--- config.mk ---
export PLATFORM = sky130hd
export DESIGN_NAME = rem_req_scheduler
export DESIGN_NICKNAME = d
export VERILOG_FILES = /design/src/rtl/calc_pkg.sv /design/src/rtl/remainder.sv /design/src/rtl/rem_req_scheduler.sv
export SDC_FILE = /design/constraint.sdc
export NUM_CORES = 1
export LEC_CHECK = 0
export BUFFER_PORTS_ARGS = -buffer_cell sky130_fd_sc_hd__buf_2
export CORE_UTILIZATION = 58
export CTS_BUF_LIST = sky130_fd_sc_hd__clkbuf_4 sky130_fd_sc_hd__clkbuf_8
export DETAILED_ROUTE_END_ITERATION = 8
export HOLD_SLACK_MARGIN = 0.06
export PLACE_DENSITY = 0.95
export SLEW_MARGIN = 20
export SYNTH_ARGS = -nofsm -noshare
export SYNTH_HDL_FRONTEND = slang
export SYNTH_SLANG_ARGS = --single-unit
export TNS_END_PERCENT = 10
--- constraint.sdc ---
create_clock -name clk -period 8.4 [get_ports clk]
set_input_delay 0.84 -clock clk [delete_from_list [all_inputs] [get_ports clk]]
set_output_delay 0.84 -clock clk [all_outputs]
set_load 0.01 [all_outputs]
--- src/rtl/calc_pkg.sv ---
// Shared types and constants for the remainder scheduler.
package calc_pkg;

    localparam int unsigned DATA_W = 3;

    // Divisor values the remainder unit treats as divide-by-zero, and the
    // remainder it reports in that case.
    localparam logic [DATA_W-1:0] DIV_ZERO_A = 3'b000;
    localparam logic [DATA_W-1:0] DIV_ZERO_B = 3'b100;

    localparam logic REQ_KEYPAD = 1'b0;
    localparam logic REQ_HOST   = 1'b1;

    typedef enum logic [1:0] {
        IDLE,
        CALC,
        RESP
    } state_t;

    // Result produced by the remainder unit.
    typedef struct packed {
        logic [DATA_W-1:0] r;
        logic              sf;
        logic              zf;
        logic              dzf;
    } calc_res_t;

    // Tagged response payload.
    typedef struct packed {
        logic      id;
        calc_res_t res;
    } rsp_t;

endpackage

--- src/rtl/remainder.sv ---
// Combinational 3-bit unsigned remainder with sign/zero/divide-by-zero flags.
module remainder
    import calc_pkg::*;
(
    input  logic [DATA_W-1:0] a_i,
    input  logic [DATA_W-1:0] b_i,
    output calc_res_t         res_c_o
);

    logic [DATA_W-1:0] r;

    // Divisors 0 and 4 are both reported as divide-by-zero with all other flags clear.
    always_comb begin
        r       = '0;
        res_c_o = '0;
        if (b_i == '0 || b_i == DIV_ZERO_B) begin
            res_c_o.dzf = 1'b1;
            res_c_o.r   = DIV_ZERO_A;
        end else begin
            r           = a_i % b_i;
            res_c_o.r   = r;
            res_c_o.sf  = a_i[DATA_W-1];
            res_c_o.zf  = (r == '0);
        end
    end

endmodule

--- src/rtl/rem_req_scheduler.sv ---
// Round-robin scheduler sharing one remainder unit between two requesters.
module rem_req_scheduler
    import calc_pkg::*;
#(
    parameter int unsigned DZ_CNT_W = 8,
    parameter int unsigned RR_INIT  = 0
) (
    input  logic                clk,
    input  logic                rst,
    input  logic                req0_valid,
    input  logic [DATA_W-1:0]   req0_a,
    input  logic [DATA_W-1:0]   req0_b,
    output logic                req0_ready,
    input  logic                req1_valid,
    input  logic [DATA_W-1:0]   req1_a,
    input  logic [DATA_W-1:0]   req1_b,
    output logic                req1_ready,
    output logic                rsp_valid,
    input  logic                rsp_ready,
    output logic                rsp_id,
    output logic [DATA_W-1:0]   rsp_r,
    output logic                rsp_sf,
    output logic                rsp_zf,
    output logic                rsp_dzf,
    output logic                busy,
    output logic [DZ_CNT_W-1:0] dz_count
);

    state_t              state_q, state_d;
    logic                ptr_q, ptr_d;
    logic [DATA_W-1:0]   a_q, a_d;
    logic [DATA_W-1:0]   b_q, b_d;
    logic                id_q, id_d;
    rsp_t                rsp_q, rsp_d;
    logic                rsp_valid_q, rsp_valid_d;
    logic [DZ_CNT_W-1:0] dz_q, dz_d;
    calc_res_t           calc_res;

    // Shared arithmetic, fed only from the latched operands.
    remainder u_remainder (
        .a_i     (a_q),
        .b_i     (b_q),
        .res_c_o (calc_res)
    );

    // State, pointer, operand, response and counter registers.
    always_ff @(posedge clk or posedge rst) begin
        if (rst) begin
            state_q     <= IDLE;
            ptr_q       <= 1'(RR_INIT);
            a_q         <= '0;
            b_q         <= '0;
            id_q        <= 1'b0;
            rsp_q       <= '0;
            rsp_valid_q <= 1'b0;
            dz_q        <= '0;
        end else begin
            state_q     <= state_d;
            ptr_q       <= ptr_d;
            a_q         <= a_d;
            b_q         <= b_d;
            id_q        <= id_d;
            rsp_q       <= rsp_d;
            rsp_valid_q <= rsp_valid_d;
            dz_q        <= dz_d;
        end
    end

    // Arbitration, next-state and datapath updates.
    always_comb begin
        state_d     = state_q;
        ptr_d       = ptr_q;
        a_d         = a_q;
        b_d         = b_q;
        id_d        = id_q;
        rsp_d       = rsp_q;
        rsp_valid_d = rsp_valid_q;
        dz_d        = dz_q;
        req0_ready  = 1'b0;
        req1_ready  = 1'b0;

        case (state_q)
            IDLE: begin
                // Ready is held low while reset is asserted so no output leaks a grant.
                req0_ready = !rst && req0_valid && (!req1_valid || ptr_q == REQ_KEYPAD);
                req1_ready = !rst && req1_valid && (!req0_valid || ptr_q == REQ_HOST);
                if (req0_ready) begin
                    a_d     = req0_a;
                    b_d     = req0_b;
                    id_d    = REQ_KEYPAD;
                    ptr_d   = REQ_HOST;
                    state_d = CALC;
                end else if (req1_ready) begin
                    a_d     = req1_a;
                    b_d     = req1_b;
                    id_d    = REQ_HOST;
                    ptr_d   = REQ_KEYPAD;
                    state_d = CALC;
                end
            end
            CALC: begin
                rsp_d.id    = id_q;
                rsp_d.res   = calc_res;
                rsp_valid_d = 1'b1;
                if (calc_res.dzf && dz_q != '1) begin
                    dz_d = dz_q + DZ_CNT_W'(1);
                end
                state_d = RESP;
            end
            RESP: begin
                if (rsp_ready) begin
                    rsp_valid_d = 1'b0;
                    state_d     = IDLE;
                end
            end
            default: begin
                state_d = IDLE;
            end
        endcase
    end

    assign rsp_valid = rsp_valid_q;
    assign rsp_id    = rsp_q.id;
    assign rsp_r     = rsp_q.res.r;
    assign rsp_sf    = rsp_q.res.sf;
    assign rsp_zf    = rsp_q.res.zf;
    assign rsp_dzf   = rsp_q.res.dzf;
    assign busy      = (state_q != IDLE);
    assign dz_count  = dz_q;

endmodule

==> summary.txt <==
Mapped Nets: 161
DR vias: 1105
Gpl congestion: 0.758
M3 GR Usage: 3.27%
Internal: 0.000330 W
# clock sinks: 26
Post-synth top flop: dfrtp_1
Post-route ant nets: 0
RSZ-0062 raised after global routing: false
Pin count of the biggest net entering global routing: 28
Final net count: 198
Die Span Y: 51.3 um
Gr busiest metal: met2
Global-route wire length before repair: 4830 um
TritonCTS clock tree: yes
CP Cell Sequence: inv_1 > ha_1 > nor3b_1 > a2bb2oi_1 > ha_1 > nor2_1 > a311oi_1 > mux2_2 > ha_1 > nand2_1 > o21ai_1 > mux2_2 > o31ai_1
Clock Pin Slew Worst Setup and Hold Paths: 0.14 ns
Starting Density: 62.5%
Worst vdd ir: 0.224 mV
Synth top area share: 46.2%
Worst slew pin tran: 0.934 ns
Critical Path RT: 8.65 ns
Final slew viol count: 0
Diode count: 0
Worst R2R Start: b_q[0]
Avg Cell Area, Syn: 10.4 sq um
Clock power share: 11.4%
Hold Crit Class: reg2reg
Die Area: 0.00263 sq mm
Met1 global-route usage: 31.5%
Fin crit period: 3.71 ns
Core Region: 0.00225 sq mm
Fmax: 269 MHz
Final period util: 44.2%
Startpoint Class: register
Power share of the sequential group: 36.9%
Depth of the worst hold-timing path: 1
Sequential cell area fraction in the yosys report: 46.2%
Hold-fix buffers at CTS: 0
Final setup viols: 0
Yosys top cell by area: dfrtp_1
Hold Path Sink: dz_count[6]
Root Driver: clkbuf_4
DR WL/cell: 14.2 um
CP max-delay cell: dfrtp_1
NetSw: 0.000239 W
Synthesized area: 0.00141 sq mm
Worst slew margin: 37.4%
R2r endpoint: rsp_r[0]
PnR Total Power: 0.000569 W
Met2 Resource Use GR: 44.3%
Initial antenna violation count: 0
Setup TNS Final: 0 ns
Leakage dissipation: 0.819 nW
Hold Path Origin: dz_count[6]
Setup Skew: 0.00650 ns
Via density: 5.53
Ys Warns: 0
Post-CTS Setup Bufs: 0
# IOs: 36
Top cell by count, worst path: ha_1
DRC Markers: 0
Htree depth: 1
FF+latch count, synth: 26
PD cells: 346 mW/mm^2
Layout cells sized above 1: 29.1%
CTS Buf Count: 3
Die Wd: 51.3 um
Post-cts resize count: 0
Crit Path Class: reg2reg
R2R depth: 13
Post-synthesis async set-or-reset flop share: 100%
Post-synth EDFFs: 0
Total GRT Usage: 25.3%
Top post-synthesis cells by area: dfrtp_1 46%, ha_1 6.2%, xnor2_1 5.0%, mux2i_1 4.3%, nand2_1 3.7%
Synth unique cells: 33
Drt pass-1 iters: 4
Max clock buf depth: 2
Commonest cells in the netlist: 26 x dfrtp_1, 14 x nand2_1, 13 x nor2_1
Crit path max fanout: 6
Setup crit end kind: register
Vias in the first global route: 1058
Starting DRT DRC Count: 11
Final WL: 2840 um
FP Rows: 17
Hold Violations, Final: 0
Top-count cell post-synth: dfrtp_1
Critical path origin: b_q[0]
R2R Setup Slk: 4.69 ns
Status: completed
Max Cap Violations: 0
Cell count after synthesis: 136
Switching share of power: 42.0%
Fin util: 72.9%
Port bufs: 35
Worst-Skew Late Latency: 0.33 ns
Total grt overflow: 0
Worst endpoint data arrival time: 3.96 ns
Logic pwr share: 51.7%
CP peak stage delay: 0.48 ns
Detailed Place HPWL: 2250 um
Area delta synth->final: 16.7%
-- cell families (layout without fill, tap and decap cells) --
| kind of cell | count (synthesis) | in the layout | synth area share [%] |
|---|---|---|---|
| buffers and inverters | 14 | 50 | 3.73 |
| XOR/XNOR | 9 | 9 | 5.60 |
| adder cells (fa/ha/maj) | 8 | 8 | 7.64 |
| multiplexers | 11 | 11 | 8.26 |
| flip-flops | 26 | 26 | 46.2 |
| AND/OR/NAND/NOR | 43 | 43 | 16.0 |
| AO/OA/AOI/OAI | 25 | 25 | 12.6 |
-- power by group through the flow --
| stage | Combinational (W) | Clock, W | Sequential, W |
|---|---|---|---|
| final | 0.000295 | 0.0000649 | 0.000210 |
| after global routing | 0.000333 | 0.0000699 | 0.000216 |
| after CTS | 0.000295 | 0.0000640 | 0.000209 |
| after detailed placement | 0.000293 | 0 | 0.000212 |
| after global placement | 0.000268 | 0 | 0.000208 |
| after floorplan | 0.000205 | 0 | 0.000214 |
-- area by class of cell --
cell class,count,area (sq um)
flip-flops and latches,26,651
multi-input cells,96,706
well taps,28,35.0
fillers,174,611
inverters,11,41.3
clock buffers,4,36.3
repair buffers,35,175
-- worst max-delay path by stage --
stage | slack [ns] | endpoint | depth (start not counted)
4_1_cts | 4.72 | rsp_r[0] | 13
6_report | 4.69 | rsp_r[0] | 13
5_1_grt | 4.42 | rsp_zf | 14
2_1_floorplan | 5.17 | rsp_r[0] | 13
3_3_place_gp | 4.98 | req0_ready | 5
3_5_place_dp | 4.77 | rsp_r[0] | 13
-- registers in the layout, summed over array words and instances (netlist names) --
| signal | flops |
|---|---|
| ptr_q | 1 |
| id_q | 1 |
| b_q | 3 |
| dz_count | 8 |
| rsp_valid | 1 |
| rsp_sf | 1 |
| rsp_zf | 1 |
| state_q | 2 |
| rsp_id | 1 |
| rsp_dzf | 1 |
| rsp_r | 3 |
| a_q | 3 |
-- placed cells by master (no fill, tap or decap), types with 4 or more instances in the layout --
master | netlist | final
buf_2 | 0 | 35
dfrtp_1 | 26 | 26
nand2_1 | 14 | 14
nor2_1 | 13 | 13
inv_1 | 11 | 10
a21oi_1 | 9 | 9
xnor2_1 | 8 | 8
ha_1 | 7 | 7
mux2i_1 | 6 | 6
mux2_2 | 4 | 4
o21ai_0 | 4 | 4
-- stage by stage --
| step | setup slack, ns | instances | cell area (sq um) | hold slack, ns |
|---|---|---|---|---|
| after floorplan | 5.17 | 136 | 1410 | 0.462 |
| after global placement | 4.98 | 196 | 1610 | 0.466 |
| after detailed placement | 4.77 | 196 | 1610 | 0.478 |
| final | 4.69 | 200 | 1640 | 0.500 |
| after global routing | 4.42 | 200 | 1640 | 0.534 |
| after CTS | 4.72 | 200 | 1640 | 0.501 |
-- routing by layer --
metal  up-vias  share of wire (%)  wire, um
met1       517                 43      1220
met3         7                4.5       127
met2        39                 51      1440
met4         0                2.0        56
li1        542                  -         -
met5         -                  0         0
-- worst max-delay path: cells and delay by family (launching register included) --
| kind | cells | cell delay, ns |
|---|---|---|
| muxes | 2 | 0.80 |
| buffers and inverters | 1 | 0.11 |
| DFF | 1 | 0.48 |
| AOI/OAI and AO/OA | 4 | 1.19 |
| adders and majority gates | 3 | 0.72 |
| and+or+nand+nor | 3 | 0.34 |
No activity file was read; power rests on OpenSTA's default activity.
